[src/rtl/cpu_pkg.sv]
// Machine-wide constants of the 19-bit CPU, shared by fetch, the IF/ID queue and decode.
package cpu_pkg;
  localparam int                 INSTR_W   = 19;
  localparam int                 PC_W      = 8;
  localparam logic [INSTR_W-1:0] NOP_INSTR = 19'h00000;
endpackage

[src/rtl/if_id_queue_pkg.sv]
// Sizing helpers for the IF/ID queue; keeps pointer/count widths consistent between the queue and its interface.
package if_id_queue_pkg;
  localparam int DEFAULT_DEPTH = 2;

  // A 1-entry queue still carries a 1-bit pointer so the storage index is never zero width.
  function automatic int ptr_width(input int depth);
    return (depth > 1) ? $clog2(depth) : 1;
  endfunction

  function automatic int cnt_width(input int depth);
    return $clog2(depth + 1);
  endfunction
endpackage

[src/rtl/if_id_queue_if.sv]
// Fetch-side push handshake, decode-side pop handshake, flush and occupancy of the IF/ID queue.
interface if_id_queue_if #(
  parameter int INSTR_W = cpu_pkg::INSTR_W,
  parameter int PC_W    = cpu_pkg::PC_W,
  parameter int DEPTH   = if_id_queue_pkg::DEFAULT_DEPTH
);
  localparam int CNT_W = if_id_queue_pkg::cnt_width(DEPTH);

  logic               flush;
  logic               if_valid;
  logic               if_ready;
  logic [INSTR_W-1:0] if_instruction;
  logic [PC_W-1:0]    if_pc_plus_one;
  logic               id_valid;
  logic               id_ready;
  logic [INSTR_W-1:0] id_instruction;
  logic [PC_W-1:0]    id_pc_plus_one;
  logic [CNT_W-1:0]   count;

  modport slave (
    input  flush, if_valid, if_instruction, if_pc_plus_one, id_ready,
    output if_ready, id_valid, id_instruction, id_pc_plus_one, count
  );

  modport master (
    output flush, if_valid, if_instruction, if_pc_plus_one, id_ready,
    input  if_ready, id_valid, id_instruction, id_pc_plus_one, count
  );
endinterface

[src/rtl/if_id_queue.sv]
// IF/ID circular queue: lets fetch run up to DEPTH entries ahead of a stalled decode; flush empties it on redirect.
module if_id_queue
  import cpu_pkg::*;
  import if_id_queue_pkg::*;
#(
  parameter int                 INSTR_W   = cpu_pkg::INSTR_W,
  parameter int                 PC_W      = cpu_pkg::PC_W,
  parameter int                 DEPTH     = if_id_queue_pkg::DEFAULT_DEPTH,
  parameter logic [INSTR_W-1:0] NOP_INSTR = cpu_pkg::NOP_INSTR
) (
  input  logic        clk,
  input  logic        rst_n,
  if_id_queue_if.slave q
);
  localparam int               PTR_W = ptr_width(DEPTH);
  localparam int               CNT_W = cnt_width(DEPTH);
  localparam logic [CNT_W-1:0] FULL  = CNT_W'(DEPTH);
  localparam logic [PTR_W-1:0] LAST  = PTR_W'(DEPTH - 1);

  logic [DEPTH-1:0][INSTR_W-1:0] instr_q, instr_d;
  logic [DEPTH-1:0][PC_W-1:0]    pc_q, pc_d;
  logic [PTR_W-1:0]              wr_ptr_q, wr_ptr_d;
  logic [PTR_W-1:0]              rd_ptr_q, rd_ptr_d;
  logic [CNT_W-1:0]              count_q, count_d;
  logic                          if_ready, id_valid, push, pop;

  // Depth need not be a power of two, so wrap explicitly instead of relying on overflow.
  function automatic logic [PTR_W-1:0] wrap_inc(input logic [PTR_W-1:0] p);
    return (p == LAST) ? '0 : p + PTR_W'(1);
  endfunction

  // Ready looks only at occupancy: a full queue refuses even when decode pops that cycle.
  assign if_ready = (count_q != FULL);
  assign id_valid = (count_q != '0);
  assign push     = q.if_valid & if_ready;
  assign pop      = id_valid & q.id_ready;

  assign q.if_ready       = if_ready;
  assign q.id_valid       = id_valid;
  assign q.count          = count_q;
  assign q.id_instruction = id_valid ? instr_q[rd_ptr_q] : NOP_INSTR;
  assign q.id_pc_plus_one = id_valid ? pc_q[rd_ptr_q] : '0;

  always_comb begin
    instr_d  = instr_q;
    pc_d     = pc_q;
    wr_ptr_d = wr_ptr_q;
    rd_ptr_d = rd_ptr_q;
    count_d  = count_q;
    if (q.flush) begin
      wr_ptr_d = '0;
      rd_ptr_d = '0;
      count_d  = '0;
    end else begin
      if (push) begin
        instr_d[wr_ptr_q] = q.if_instruction;
        pc_d[wr_ptr_q]    = q.if_pc_plus_one;
        wr_ptr_d          = wrap_inc(wr_ptr_q);
      end
      if (pop) rd_ptr_d = wrap_inc(rd_ptr_q);
      case ({push, pop})
        2'b10:   count_d = count_q + CNT_W'(1);
        2'b01:   count_d = count_q - CNT_W'(1);
        default: count_d = count_q;
      endcase
    end
  end

  always_ff @(posedge clk) begin
    if (!rst_n) begin
      wr_ptr_q <= '0;
      rd_ptr_q <= '0;
      count_q  <= '0;
    end else begin
      wr_ptr_q <= wr_ptr_d;
      rd_ptr_q <= rd_ptr_d;
      count_q  <= count_d;
    end
  end

  // Entry storage is never reset; stale contents are masked by count.
  always_ff @(posedge clk) begin
    instr_q <= instr_d;
    pc_q    <= pc_d;
  end

`ifndef SYNTHESIS
  always @(posedge clk) begin
    if (rst_n) begin
      assert (count_q <= FULL);
      assert (!(push && count_q == FULL));
      assert (!(pop && count_q == '0));
    end
  end
`endif
endmodule
[src/flat_wrapper.sv]
// flat-port wrapper written by rule: the top's interface ports become plain ports
module if_id_queue_flat import cpu_pkg::*; import if_id_queue_pkg::*;
#(
  parameter int                 INSTR_W   = cpu_pkg::INSTR_W,
  parameter int                 PC_W      = cpu_pkg::PC_W,
  parameter int                 DEPTH     = if_id_queue_pkg::DEFAULT_DEPTH,
  parameter logic [INSTR_W-1:0] NOP_INSTR = cpu_pkg::NOP_INSTR
)
  (clk, rst_n, q_flush, q_if_valid, q_if_instruction, q_if_pc_plus_one, q_id_ready, q_if_ready, q_id_valid, q_id_instruction, q_id_pc_plus_one, q_count);
  if_id_queue_if #(.INSTR_W(INSTR_W), .PC_W(PC_W), .DEPTH(DEPTH)) q_i ();
  input  logic clk;
  input  logic rst_n;
  input wire logic [$bits(q_i.flush)-1:0] q_flush;
  input wire logic [$bits(q_i.if_valid)-1:0] q_if_valid;
  input wire logic [$bits(q_i.if_instruction)-1:0] q_if_instruction;
  input wire logic [$bits(q_i.if_pc_plus_one)-1:0] q_if_pc_plus_one;
  input wire logic [$bits(q_i.id_ready)-1:0] q_id_ready;
  output wire logic [$bits(q_i.if_ready)-1:0] q_if_ready;
  output wire logic [$bits(q_i.id_valid)-1:0] q_id_valid;
  output wire logic [$bits(q_i.id_instruction)-1:0] q_id_instruction;
  output wire logic [$bits(q_i.id_pc_plus_one)-1:0] q_id_pc_plus_one;
  output wire logic [$bits(q_i.count)-1:0] q_count;
  assign q_i.flush = q_flush;
  assign q_i.if_valid = q_if_valid;
  assign q_i.if_instruction = q_if_instruction;
  assign q_i.if_pc_plus_one = q_if_pc_plus_one;
  assign q_i.id_ready = q_id_ready;
  assign q_if_ready = q_i.if_ready;
  assign q_id_valid = q_i.id_valid;
  assign q_id_instruction = q_i.id_instruction;
  assign q_id_pc_plus_one = q_i.id_pc_plus_one;
  assign q_count = q_i.count;
  if_id_queue #(.INSTR_W(INSTR_W), .PC_W(PC_W), .DEPTH(DEPTH), .NOP_INSTR(NOP_INSTR)) u_core (.clk(clk), .rst_n(rst_n), .q(q_i));
endmodule
[config.mk]
export PLATFORM = sky130hd
export DESIGN_NAME = if_id_queue_flat
export DESIGN_NICKNAME = d
export VERILOG_FILES = /design/src/rtl/cpu_pkg.sv /design/src/rtl/if_id_queue_pkg.sv /design/src/rtl/if_id_queue_if.sv /design/src/rtl/if_id_queue.sv /design/src/flat_wrapper.sv
export SDC_FILE = /design/constraint.sdc
export NUM_CORES = 1
export LEC_CHECK = 0
export CELL_PAD_IN_SITES_DETAIL_PLACEMENT = 2
export CELL_PAD_IN_SITES_GLOBAL_PLACEMENT = 2
export CORE_AREA = 3 3 88 90
export CTS_CLUSTER_SIZE = 30
export DETAILED_ROUTE_END_ITERATION = 8
export DIE_AREA = 0 0 91 93
export PLACE_DENSITY_LB_ADDON = 0.2
export SLEW_MARGIN = 10
export SYNTH_ARGS = -nofsm -noshare
export SYNTH_HDL_FRONTEND = slang
export SYNTH_SLANG_ARGS = --single-unit
[constraint.sdc]
create_clock -name clk -period 4.5 [get_ports clk]
set_input_delay 0.9 -clock clk [delete_from_list [all_inputs] [get_ports clk]]
set_output_delay 0.9 -clock clk [all_outputs]
set_load 0.02 [all_outputs]
## Word level (Yosys, flattened, before mapping)

Cells that the tools add are included.
Widths: inputs -> output; s select.

| word-level totals | value |
|---|---|
| bits of input ports | 32 |
| register bits after elaboration | 58 |
| output and inout port bits | 31 |

| operators by class | value |
|---|---|
| $add $sub $neg | 4 |
| reduce and logical (&&, ||, !) cells | 5 |
| $lt $le $gt $ge | 3 |
| bitwise operators | 4 |
| muxes and demuxes | 15 |
| eq/ne operators | 3 |

Operators by type and width:

| kind | number |
|---|---|
| $mux 19 | 4 |
| $bwmux 38 | 1 |
| $mux 8 | 4 |
| $demux 19 s1 | 1 |
| $bwmux 16 | 1 |
| $demux 8 s1 | 1 |
| $lt 1x2->1 const B | 2 |
| $pmux 2 s2 | 1 |
| $reduce_bool 2->1 | 2 |
| $add 1x1->1 const B | 2 |
| $add 2x1->2 const B | 1 |
| $and 1x1->1 | 2 |
| $eq 2x1->1 const B | 1 |
| $eq 2x2->1 const B | 1 |
| $mux 1 | 2 |
| $ne 2x2->1 const B | 1 |
| $not 1->1 | 2 |
| $reduce_and 2->1 | 1 |
| $reduce_or 2->1 | 1 |
| $sub 2x1->2 const B | 1 |
| $ge 1x1->1 const B | 1 |
| $logic_and 1x1->1 | 1 |

## Depth between registers and ports, before layout

Gate-level depths: netlist of run 1.

| depth | value |
|---|---|
| depth in word-level cells | 5 |
| depth in mapped cells | 7 |

## Worst setup path after synthesis of run 1

OpenSTA, ideal clock, no wires.

| timing path | value |
|---|---|
| path type | input to register |
| from | in q_if_valid |
| to | reg u_core.instr_q[19] in the netlist's numbering, enable pin |
| arrival time | 3.012 ns |
| buffers on the path | 0 |
| path slack | 1.037 ns |
| stages | 2 |
| data required time | 4.049 ns |
| cell sequence | nand2_1 -> nor3b_1 |

| between the ends | value |
|---|---|
| word-level cells in the longest chain between the ends | 2 |

RTL lines:

| element | RTL line | text |
|---|---|---|
| start: declaration | flat_wrapper.sv:14 | `input wire logic [$bits(q_i.if_valid)-1:0] q_if_valid;` |
| $and 1x1->1 | if_id_queue.sv:35 | `assign push = q.if_valid & if_ready;` |
| $reduce_and 2->1 (no source line) | -- |  |
| end signal: assignment | if_id_queue.sv:83 | `instr_q <= instr_d;` |
| end: declaration | if_id_queue.sv:20 | `logic [DEPTH-1:0][INSTR_W-1:0] instr_q, instr_d;` |

No other way between the ends.
A chain may end at the register's enable or synchronous reset.

## Worst setup path after layout of run 1

| timing path | value |
|---|---|
| from | reg u_core.rd_ptr_q |
| to | out q_id_instruction[17] |

| between the ends | value |
|---|---|
| word-level cells in the longest chain between the ends | 3 |

RTL lines:

| element | RTL line | text |
|---|---|---|
| start: declaration | if_id_queue.sv:23 | `logic [PTR_W-1:0] rd_ptr_q, rd_ptr_d;` |
| start signal: assignment | if_id_queue.sv:76 | `rd_ptr_q <= rd_ptr_d;` |
| $mux 19 (not written as such) (2 in a row) | if_id_queue.sv:41 | `assign q.id_instruction = id_valid ? instr_q[rd_ptr_q] : NOP_INSTR;` |
| $mux 19 | if_id_queue.sv:41 |  |
| end: declaration | flat_wrapper.sv:20 | `output wire logic [$bits(q_i.id_instruction)-1:0] q_id_instruction;` |

No other way between the ends. The select of a mux whose other input is x is not followed.

==> flow_summary.yaml, run 1 <==
clock_network:
  path_clk_slew_ns: 0.06
  postCtsSetupBuffers: 0
  cts_buffers: 9
  clk_path_buf_depth: 2
  cts_hold_buf: 0
  cts_tree: "yes"
  cts_resized: 0
  cts.sinks: 58
  cts_max_level: 3
  root_buffer: "clkbuf_8"
  clock_latency_ns: 0.32
setup_path:
  worst-path-max-fanout: 28
  cp.required_ns: 3.60
  worst_setup_path_start_kind: "flip-flop"
  path_class: "reg -> out"
  cp-end-kind: "output pin"
  cp.arrival_ns: 2.21
synthesis:
  synth-edff-count: 54
  ys.warnings.count: 0
  synthCells: 140
  synth_area_um2: 2230
  yosys.area.top_type: "edfxtp_1"
  avgSynthCellArea_um2: 16.0
  synth_nets: 173
  synth.distinct_cells: 20
  synthTopCellsByArea: "edfxtp_1 73%, mux2i_1 12%, nor2_1 4.9%"
  ys_dominant_reg_cell: "edfxtp_1"
  yosysSeqAreaShare_pct: 76.1
  synth.most_common_cell: "edfxtp_1"
  ys_top_cells_by_count: "54 x edfxtp_1, 29 x nor2_1, 27 x mux2i_1, 4 x dfxtp_1, 4 x inv_1"
  synth_top_area_share_pct: 72.6
  synth-async-reset-ratio_pct: 0
  ys_seq_elements: 58
sta:
  hold_ws_ns: 0.523
  fin_crit_sh_pct: 69.2
  skew_ns: 0.00808
  rsz0062_at_grt: "no"
  relSlewSlack_pct: 39.5
  final-max-slew-violation-count: 0
  finalSetupTns_ns: 0
  timing.fmax_ghz: 0.321
  tightest_slew_ns: 0.908
  finalHoldViolCount: 0
  setup_viol: 0
  period_needed_ns: 3.11
global_routing:
  met2_usage_pct: 22.0
  overflow: 0
  grt_pass1_wl_mm: 8.15
  antenna_found_initial: 0
  top_usage_layer: "met2"
  grtUsageTotal_pct: 12.7
  grt_max_degree: 29
  grt_pass1_vias: 1589
  met3_usage_pct: 3.46
  met1_usage_pct: 14.4
detailed_routing:
  postRouteAntennaNets: 0
  dr.pass1.iters: 4
  drt-vias-per-instance: 4.36
  num_vias: 1369
  drt-total-wl_mm: 4.88
  wl_per_cell_um: 15.5
  drc: 0
  drt_iter0_markers: 47
cells_and_area:
  antennaDiodeCount: 0
  final_nets: 243
  drive_gt1_share_pct: 9.77
  regArea_um2: 1700
  fill_cells: 707
  multi_input_area_um2: 505
  syn2layout_area_growth_pct: 43.2
  finish.instance_area_um2: 3200
floorplan:
  die_area_um2: 8460
  die_height_um: 93
  rows: 31
  pin_count: 63
  core-area_um2: 7140
  start_util_pct: 31.3
  die_x_um: 91
hold_path:
  hold_path.class: "reg -> reg"
power:
  leakage_nw: 1.04
  irDropWorstVdd_mv: 0.186
  pwr_density_cell_nw_per_um2: 392
placed_design:
  postPlaceCellArea_um2: 2980
  numPortBuffers: 62
  place.gp.congestion: 0.698
  place_hpwl_mm: 3.33
run:
  maxCapViolations: 0
status:
  status: "finished, final reports clean"
cell families after synthesis:
group | Yosys count | synth area share, %
buf+inv | 9 | 1.90
mux | 27 | 12.1
fa+ha+maj | 1 | 0.560
xor+xnor | 3 | 1.18
simple gates | 37 | 7.00
compound gates | 5 | 1.12
flops | 58 | 76.1
cell type report:
class	instances	area share [%]
Multi-Input combinational cell	73	15.8
Timing Repair Buffer	64	19.9
Inverter	4	0.469
Sequential cell	58	53.2
Clock inverter	7	2.93
Tap cell	99	3.87
Clock buffer	9	3.87
registers in the layout, summed over array words and instances, names as in the netlist:
signal	cells
u_core.instr_q	38
u_core.pc_q	16
u_core.q.count	2
u_core.rd_ptr_q	1
u_core.wr_ptr_q	1
layer usage:
| layer | share of wire (%) | vias to the layer above |
|---|---|---|
| li1 | - | 651 |
| met1 | 40 | 669 |
| met2 | 54 | 42 |
| met3 | 4.7 | 7 |
| met4 | 1.4 | 0 |
| met5 | 0 | - |
placed cells by master (no fill, tap or decap), drive strengths merged:
cell type / instances
clkinvlp: 1
edfxtp: 54
bufinv: 2
nor2b: 1
nor3b: 1
nor2: 30
inv: 4
mux2i: 27
dfxtp: 4
ha: 1
nand2b: 1
nor3: 1
nand2: 1
clkdlybuf4s50: 62
o21ai: 3
or3: 2
buf: 2
clkbuf: 9
a21oi: 2
clkinv: 4
xor2: 2
xnor2: 1
power by group:
part | switching (mW) | internal (mW)
Combinational | 0.0619 | 0.0647
Sequential | 0.00891 | 0.608
Clock | 0.202 | 0.310
Total | 0.273 | 0.983
critical path, stage by stage (launching register included):
cell and delay, ns:
dfxtp_2 0.93, mux2i_1 0.22, nor2_1 0.13, clkdlybuf4s50_1 0.62
metrics by stage:
step	std cells	total power, mW	setup WS (ns)	utilization (%)
after floorplan	140	0.682	1.04	-
after global placement	298	0.752	1.54	41.7
after detailed placement	298	0.759	1.42	41.7
after CTS	314	1.28	1.07	44.8
after global routing	314	1.32	1.20	44.8
final	314	1.26	1.39	44.8
final timing paths:
check                                       start                    to  slack [ns]  cells past startpoint
worst min register to register    u_core.wr_ptr_q       u_core.wr_ptr_q        0.52                      2
worst max register to register  u_core.q.count[1]     u_core.q.count[1]        2.71                      6
worst max-delay path              u_core.rd_ptr_q  q_id_instruction[17]        1.39                      3
worst min-delay path              u_core.wr_ptr_q       u_core.wr_ptr_q        0.52                      2
Power figures use the tool's default switching activity.
==> run 2: changes to the inputs <==
==> constraint.sdc (replaced) <==
create_clock -name clk -period 3.2 [get_ports clk]
set_input_delay 0.64 -clock clk [delete_from_list [all_inputs] [get_ports clk]]
set_output_delay 0.64 -clock clk [all_outputs]
set_load 0.02 [all_outputs]
==> run 2 against run 1 <==
Sequential share of layout area down 0.37 points. Power rose by 40%. Die area unchanged. Hold slack better by 0.052 ns. Global-route usage is 0.42 points higher. Clock skew down 0.0030 ns. Final cell count is 0.32% higher. Clock power grew 39%. First-iteration DRC count grew 13%. Final area up 0.70%. Critical endpoint is now q_id_instruction[2]. Highest routed layer unchanged.
==> flow_summary.yaml, run 2 (same netlist as run 1, synthesis figures left out) <==
sta:
  tightest_slew_ns: 0.689
  fin_crit_sh_pct: 85.5
  finalSetupTns_ns: 0
  rsz0062_at_grt: "no"
  period_needed_ns: 2.74
  final-max-slew-violation-count: 0
  finalHoldViolCount: 0
  skew_ns: 0.00509
  timing.fmax_ghz: 0.365
  relSlewSlack_pct: 54.0
  setup_viol: 0
  fin_ws_ns: 0.463
  hold_ws_ns: 0.576
clock_network:
  clock_latency_ns: 0.33
  cts_hold_buf: 0
  clk_path_buf_depth: 2
  path_clk_slew_ns: 0.07
  cts_buffers: 9
  cts.sinks: 58
  cts_resized: 0
  postCtsSetupBuffers: 0
  cts_max_level: 3
  root_buffer: "clkbuf_8"
  cts_tree: "yes"
hold_path:
  hold_depth: 2
  hold_path.class: "reg -> reg"
  min_from: "u_core.wr_ptr_q"
floorplan:
  core-area_um2: 7140
  start_util_pct: 31.3
  die_x_um: 91
  pin_count: 63
  die_height_um: 93
  rows: 31
  die_area_um2: 8460
setup_path:
  path_class: "reg -> out"
  cp.arrival_ns: 2.10
  r2r_slack_ns: 1.38
  rr_worst_depth: 6
  worst-path-max-fanout: 16
  r2r_start: "u_core.q.count[1]"
  cp-startpoint: "u_core.rd_ptr_q"
  cp.required_ns: 2.56
  worst_setup_path_start_kind: "flip-flop"
  cp-end-kind: "output pin"
global_routing:
  grt_pass1_vias: 1645
  grtUsageTotal_pct: 13.1
  grt_max_degree: 29
  overflow: 0
  antenna_found_initial: 0
  grt_pass1_wl_mm: 8.23
detailed_routing:
  postRouteAntennaNets: 0
  num_vias: 1390
  drt-total-wl_mm: 5.14
  dr.pass1.iters: 4
  drt_iter0_markers: 53
  drc: 0
  wl_per_cell_um: 16.3
  drt-vias-per-instance: 4.41
cells_and_area:
  final_common_cell: "clkdlybuf4s50_1"
  fin_cells: 315
  syn2layout_area_growth_pct: 44.2
  antennaDiodeCount: 0
  fin_util_pct: 45.2
  final_nets: 244
  top_register: "u_core.instr_q"
  layout_common_cells: "62 x clkdlybuf4s50_1, 54 x edfxtp_1, 29 x nor2_1"
  fill_cells: 716
  drive_gt1_share_pct: 9.26
  largest_reg_flops: 38
  finish.instance_area_um2: 3220
placed_design:
  place_hpwl_mm: 3.51
  place_inst: 299
  postPlaceCellArea_um2: 3010
  numPortBuffers: 62
  pre_cts_slack_ns: 0.375
  place.gp.congestion: 0.688
power:
  total_power_mw: 1.76
  irDropWorstVdd_mv: 0.285
  leakage_nw: 1.05
  pwr_density_cell_nw_per_um2: 547
status:
  status: "finished, final reports clean"
run:
  maxCapViolations: 0
-- run 2: cell type report --
type / instances / area [µm²] / share of cell area, %
flip-flops and latches: 58 / 1700 / 52.8
well taps: 99 / 124 / 3.84
multi-input cells: 73 / 518 / 16.1
repair buffers: 65 / 656 / 20.3
inverters: 4 / 15.0 / 0.466
clock buffers: 9 / 124 / 3.84
clock inverters: 7 / 83.8 / 2.60
-- run 2: routing by layer --
metal	global-route usage, %	up-vias	routed length (µm)
met4	5.78	0	75
met5	0	-	0
met2	23.1	44	2670
met1	14.3	688	2150
li1	-	651	-
met3	4.59	7	252
-- run 2: report_power, final --
part	total, mW	internal, mW	leakage (nW)	switching (mW)
logic	0.185	0.0926	0.420	0.0920
registers	0.866	0.855	0.529	0.0112
clock network	0.714	0.429	0.102	0.285
total	1.76	1.38	1.05	0.388
-- run 2: final timing paths --
| kind | end |
|---|---|
| worst max register to register | u_core.q.count[1] |
| worst min register to register | u_core.wr_ptr_q |
| worst max-delay path | q_id_instruction[2] |
| worst min-delay path | u_core.wr_ptr_q |
-- run 2: worst max-delay path, cell delays in order, from the launching register on --
cell and delay (ns):
dfxtp_2 0.67, buf_12 0.23, mux2i_1 0.20, nor2_1 0.07, clkdlybuf4s50_1 0.59
